File: config.mk
export PLATFORM = sky130hd
export DESIGN_NAME = sv_meta5_credit_buf_flat
export DESIGN_NICKNAME = d
export VERILOG_FILES = /design/src/rtl/sv_meta5_credit_buf_if.sv /design/src/rtl/sv_meta5_credit_buf.sv /design/src/flat_wrapper.sv
export SDC_FILE = /design/constraint.sdc
export NUM_CORES = 2
export LEC_CHECK = 0
export ABC_CLOCK_PERIOD_IN_PS = 10900
export CORE_MARGIN = 2
export CORE_UTILIZATION = 60
export DETAILED_ROUTE_END_ITERATION = 12
export PLACE_DENSITY = 0.76
export SYNTH_ARGS = -nofsm -noshare
export SYNTH_HDL_FRONTEND = slang
export SYNTH_SLANG_ARGS = --single-unit
File: constraint.sdc
create_clock -name clk -period 10.9 [get_ports clk]
set_clock_uncertainty 0.15 [all_clocks]
set_input_delay 2.18 -clock clk [delete_from_list [all_inputs] [get_ports clk]]
set_output_delay 2.18 -clock clk [all_outputs]
set_load 0.05 [all_outputs]
File: src/rtl/sv_meta5_credit_buf_if.sv
// rtl/sv_meta5_credit_buf_if.sv - result metadata type and credit-buffer bus interface
package sv_meta5_pkg;
    typedef struct packed {
        logic [7:0]  tag;
        logic [23:0] data;
    } sv_meta5_t;
endpackage

interface sv_meta5_credit_buf_if #(
    parameter int DEPTH   = 64,
    parameter int DEPTH_L = $clog2(DEPTH)
);
    logic                   acc;
    logic                   w;
    logic                   i_v;
    sv_meta5_pkg::sv_meta5_t i_m;
    logic                   o_r;
    logic                   o_v;
    sv_meta5_pkg::sv_meta5_t o_m;
    logic [DEPTH_L:0]       o_cnt;
    logic                   o_err;

    modport master (
        output acc, i_v, i_m, o_r,
        input  w, o_v, o_m, o_cnt, o_err
    );

    modport slave (
        input  acc, i_v, i_m, o_r,
        output w, o_v, o_m, o_cnt, o_err
    );
endinterface

File: src/rtl/sv_meta5_credit_buf.sv
// rtl/sv_meta5_credit_buf.sv - show-ahead result FIFO with upstream credit/wait generation
module sv_meta5_credit_buf #(
    parameter int DEPTH   = 64,
    parameter int MARGIN  = 4,
    parameter int DEPTH_L = $clog2(DEPTH)
) (
    input  logic                  clk,
    input  logic                  rst,
    sv_meta5_credit_buf_if.slave  bus
);
    localparam logic [DEPTH_L:0] FULL_CNT = (DEPTH_L + 1)'(DEPTH);

    sv_meta5_pkg::sv_meta5_t mem_q [DEPTH];

    logic [DEPTH_L-1:0] wr_ptr_q, wr_ptr_d;
    logic [DEPTH_L-1:0] rd_ptr_q, rd_ptr_d;
    logic [DEPTH_L:0]   cnt_q, cnt_d;
    logic [DEPTH_L:0]   r_q, r_d;
    logic               w_q, w_d;
    logic               err_q, err_d;

    logic full;
    logic pop;
    logic push;
    logic drop;
    logic r_over;
    logic r_under;

    assign full = (cnt_q == FULL_CNT);
    assign pop  = (cnt_q != '0) && bus.o_r;
    // A full FIFO can still take a result when the head leaves in the same cycle.
    assign push = bus.i_v && (!full || pop);
    assign drop = bus.i_v && full && !pop;

    always_comb begin
        wr_ptr_d = wr_ptr_q;
        rd_ptr_d = rd_ptr_q;
        cnt_d    = cnt_q;
        if (push) begin
            wr_ptr_d = wr_ptr_q + DEPTH_L'(1);
        end
        if (pop) begin
            rd_ptr_d = rd_ptr_q + DEPTH_L'(1);
        end
        if (push && !pop) begin
            cnt_d = cnt_q + (DEPTH_L + 1)'(1);
        end else if (pop && !push) begin
            cnt_d = cnt_q - (DEPTH_L + 1)'(1);
        end
    end

    // Credits count jobs in flight plus results still buffered; saturate on misuse.
    always_comb begin
        r_d     = r_q;
        r_over  = 1'b0;
        r_under = 1'b0;
        if (bus.acc && !pop) begin
            if (r_q == FULL_CNT) begin
                r_over = 1'b1;
            end else begin
                r_d = r_q + (DEPTH_L + 1)'(1);
            end
        end else if (pop && !bus.acc) begin
            if (r_q == '0) begin
                r_under = 1'b1;
            end else begin
                r_d = r_q - (DEPTH_L + 1)'(1);
            end
        end
    end

    always_comb begin
        w_d   = (int'(r_d) + MARGIN) >= DEPTH;
        err_d = err_q || drop || r_over || r_under;
    end

    always_ff @(posedge clk) begin
        if (rst) begin
            wr_ptr_q <= '0;
            rd_ptr_q <= '0;
            cnt_q    <= '0;
            r_q      <= '0;
            w_q      <= 1'b1;
            err_q    <= 1'b0;
        end else begin
            wr_ptr_q <= wr_ptr_d;
            rd_ptr_q <= rd_ptr_d;
            cnt_q    <= cnt_d;
            r_q      <= r_d;
            w_q      <= w_d;
            err_q    <= err_d;
        end
    end

    // Storage carries no reset; occupancy alone decides what is valid.
    always_ff @(posedge clk) begin
        if (push && !rst) begin
            mem_q[wr_ptr_q] <= bus.i_m;
        end
    end

    assign bus.o_v   = (cnt_q != '0);
    assign bus.o_m   = mem_q[rd_ptr_q];
    assign bus.o_cnt = cnt_q;
    assign bus.w     = w_q;
    assign bus.o_err = err_q;
endmodule

File: src/flat_wrapper.sv
// flat-port wrapper written by rule: the top's interface ports become plain ports
module sv_meta5_credit_buf_flat 
#(
    parameter int DEPTH   = 64,
    parameter int MARGIN  = 4,
    parameter int DEPTH_L = $clog2(DEPTH)
)
  (clk, rst, bus_acc, bus_i_v, bus_i_m, bus_o_r, bus_w, bus_o_v, bus_o_m, bus_o_cnt, bus_o_err);
  sv_meta5_credit_buf_if #(.DEPTH(DEPTH), .DEPTH_L(DEPTH_L)) bus_i ();
  input  logic clk;
  input  logic rst;
  input wire logic [$bits(bus_i.acc)-1:0] bus_acc;
  input wire logic [$bits(bus_i.i_v)-1:0] bus_i_v;
  input wire logic [$bits(bus_i.i_m)-1:0] bus_i_m;
  input wire logic [$bits(bus_i.o_r)-1:0] bus_o_r;
  output wire logic [$bits(bus_i.w)-1:0] bus_w;
  output wire logic [$bits(bus_i.o_v)-1:0] bus_o_v;
  output wire logic [$bits(bus_i.o_m)-1:0] bus_o_m;
  output wire logic [$bits(bus_i.o_cnt)-1:0] bus_o_cnt;
  output wire logic [$bits(bus_i.o_err)-1:0] bus_o_err;
  assign bus_i.acc = bus_acc;
  assign bus_i.i_v = bus_i_v;
  assign bus_i.i_m = bus_i_m;
  assign bus_i.o_r = bus_o_r;
  assign bus_w = bus_i.w;
  assign bus_o_v = bus_i.o_v;
  assign bus_o_m = bus_i.o_m;
  assign bus_o_cnt = bus_i.o_cnt;
  assign bus_o_err = bus_i.o_err;
  sv_meta5_credit_buf #(.DEPTH(DEPTH), .MARGIN(MARGIN), .DEPTH_L(DEPTH_L)) u_core (.clk(clk), .rst(rst), .bus(bus_i));
endmodule
==> load_flow_metrics.sql <==
INSERT INTO impl_metrics (metric_group, metric, value, unit) VALUES
('finish', 'area_delta_synth_final', '12.27', '%'),
('placed_design', 'post-dp-hpwl', '103200', 'um'),
('critical_path', 'cp_common_cell', 'buf_4', ''),
('die', 'design.portCount', '79', ''),
('cts', 'clock_tree.buffer_depth', '3', ''),
('routing', 'drc', '0', ''),
('yosys', 'synthTopCellsByArea', 'edfxtp_1 (77%), mux4_2 (17%), dfxtp_1 (0.86%)', ''),
('timing', 'tns', '0', 'ns'),
('timing', 'postLayoutSetupSlackWorst', '2.570', 'ns'),
('power_and_ir_drop', 'pwr-share-seq', '0.460', ''),
('critical_path', 'cp_max_fo', '55', ''),
('timing', 'worst_slew_pin_slew', '1.485', 'ns'),
('die', 'die-area', '135300', 'sq um'),
('cts', 'cts_buffers', '195', ''),
('die', 'core_region_area', '131500', 'sq um'),
('routing', 'vias', '38650', ''),
('die', 'initial_core_util', '0.6042', ''),
('yosys', 'synth.yosys.warnings', '0', ''),
('yosys', 'total_nets_after_synthesis', '3355', ''),
('finish', 'finish.cell_count_without_fillers', '5429', ''),
('finish', 'drive_above_1_share', '0.2988', ''),
('routing', 'ant_nets', '0', ''),
('yosys', 'synthMostInstantiatedCell', 'edfxtp_1', ''),
('timing', 'period_share', '0.7642', ''),
('cts', 'cts.sink_count', '2082', ''),
('timing', 'rsz_0062_raised_after_global_routing', 'no', ''),
('timing', 'timing_hold_violations_final', '0', ''),
('critical_path', 'start_kind', 'flop', ''),
('die', 'die-width', '367.8', 'um'),
('cts', 'cts_tree', 'built', ''),
('worst_hold_path', 'timing.hold.worst.class', 'reg -> reg', ''),
('routing', 'drt_pre_antenna_iters', '7', ''),
('grt', 'number_of_global_route_vias_before_repair', '39320', ''),
('routing', 'wl_per_cell', '37.93', 'um'),
('timing', 'timing.final.setup_violations', '0', ''),
('finish', 'final.fill_count', '7562', ''),
('power_and_ir_drop', 'cell_internal_pwr', '14.37', 'mW'),
('placed_design', 'placedCellCount', '5067', ''),
('critical_path', 'endpoint_kind', 'primary output', ''),
('yosys', 'synth.lib_cells_used.distinct', '50', ''),
('routing', 'vias_per_cell', '7.120', ''),
('cts', 'root_buffer', 'clkbuf_16', ''),
('cts', 'clock_h_tree_levels', '4', ''),
('yosys', 'seq_area_frac_synth', '0.7829', ''),
('power_and_ir_drop', 'combinationalPowerShare', '0.189', ''),
('critical_path', 'critical_path.cell_chain', 'buf_4, nor3_2, buf_4, a221oi_1, o21ai_0, o22ai_1, nor2_1, clkdlybuf4s50_1', ''),
('yosys', 'postSynthCellCount', '3306', ''),
('timing', 'post-route-min-period', '8.330', 'ns'),
('power_and_ir_drop', 'power_density', '218.1', 'nW/um^2'),
('power_and_ir_drop', 'p_leak', '26.81', 'nW'),
('yosys', 'syn_area', '79420', 'sq um'),
('cts', 'cts.repair_timing.setup_buffer_count', '0', ''),
('grt', 'grt_overflow', '0', ''),
('run_status', 'run_status', 'completed', ''),
('yosys', 'ys.flop_type', 'edfxtp_1', ''),
('cts', 'insertion_delay', '0.82', 'ns'),
('timing', 'drv_slew', '0', ''),
('yosys', 'synth_commonest_cells', 'edfxtp_1 (2048), mux4_2 (613), nor2_1 (125)', ''),
('yosys', 'yosys_register_bits', '2082', ''),
('routing', 'postRouteWirelength', '205900', 'um'),
('placed_design', 'place.gp.congestion', '0.8500', ''),
('grt', 'grt_first_pass_wirelength', '292000', 'um'),
('critical_path', 'crit_path_max_incr_delay', '1.23', 'ns'),
('run', 'max-cap-violations', '0', ''),
('yosys', 'library_cell_occupying_the_most_area_in_the_post_synthesis_netlist', 'edfxtp_1', ''),
('finish', 'finalCoreUtilization', '0.6783', ''),
('yosys', 'ys_async_sr_fraction', '0', ''),
('grt', 'pin_count_of_the_biggest_net_entering_global_routing', '151', ''),
('yosys', 'synth_edf_count', '2048', ''),
('critical_path', 'required', '8.57', 'ns'),
('yosys', 'syn_avg_cell_area', '24.02', 'sq um');
-- sequential cells by signal, indices dropped and copies added, names as in the netlist, named ones only --
name and count:
u_core.wr_ptr_q 6, u_core.bus.o_cnt 7, u_core.bus.w 1, u_core.bus.o_err 1
u_core.mem_q 2048, u_core.r_q 7, u_core.rd_ptr_q 6
-- per-layer routing --
layer  track usage  part of all wire  vias to the layer above
li1              -                 -                    14680
met1        0.4117              0.33                    20330
met2        0.4936              0.49                     3081
met3       0.08469              0.13                      535
met4        0.1335             0.048                       24
met5             0           0.00084                        -
-- layout by cell type, fill, tap and decap left out, types with 32 or more instances in the layout --
cell type	synthesis	routed
nor2_4	0	63
edfxtp_1	2048	2048
buf_4	6	95
clkbuf_16	0	200
clkdlybuf4s50_1	0	46
clkbuf_1	70	42
clkinv_1	0	42
o22ai_1	54	54
mux4_2	613	613
buf_2	73	32
nor2_1	125	62
clkinv_2	0	35
nand2_1	36	36
-- logic make-up after synthesis --
logic type / share of synthesized area
xor+xnor: 0.001544
flops: 0.7829
compound gates: 0.01377
simple gates: 0.01218
mux: 0.1775
fa+ha+maj: 0.001985
buf+inv: 0.01018
-- power groups by stage --
| stage | Sequential (mW) | Clock, mW | Combinational, mW |
|---|---|---|---|
| 2_1_floorplan | 9.10 | 0 | 2.52 |
| 3_3_place_gp | 9.11 | 0 | 3.52 |
| 3_5_place_dp | 9.12 | 0 | 3.62 |
| 4_1_cts | 8.95 | 6.86 | 3.68 |
| 5_1_grt | 8.96 | 7.15 | 3.84 |
| 6_report | 8.95 | 6.82 | 3.68 |
-- worst max-delay path: cells and delay by family (launching register included) --
| family | cells | cell delay, ns |
|---|---|---|
| simple gates | 2 | 1.80 |
| compound gates | 3 | 0.71 |
| buf+inv | 3 | 1.92 |
| flops | 1 | 0.61 |
-- metrics by stage --
| step | area (sq um) | hold slack, ns | power, mW |
|---|---|---|---|
| global route | 89170 | 0.4053 | 19.96 |
| floorplan | 79420 | 0.3091 | 11.62 |
| detailed placement | 82790 | 0.3731 | 12.74 |
| finish | 89170 | 0.3811 | 19.45 |
| global placement | 82790 | 0.3246 | 12.64 |
| CTS | 89170 | 0.3825 | 19.49 |
-- final timing paths --
path                            start                    to  slack, ns  cells after the start
hold reg to reg    u_core.rd_ptr_q[1]                  flop       0.38                      2
setup reg to reg  u_core.bus.o_cnt[0]  u_core.mem_q[48][27]       6.65                      7
setup / recovery                 flop            bus_o_m[1]       2.57                      8
hold / removal     u_core.rd_ptr_q[1]                  flop       0.38                      2
-- final cells by class --
class,instances,area (sq um),area share
clock buffers,245,5204,0.05835
multi-input cells,1045,16930,0.1898
diodes,3,7.507,0.00008419
flip-flops and latches,2082,62200,0.6975
repair buffers,179,1454,0.01630
clock inverters,114,1169,0.01310
well taps,1755,2196,0.02462
inverters,6,22.52,0.0002526
Power figures use the tool's default switching activity.
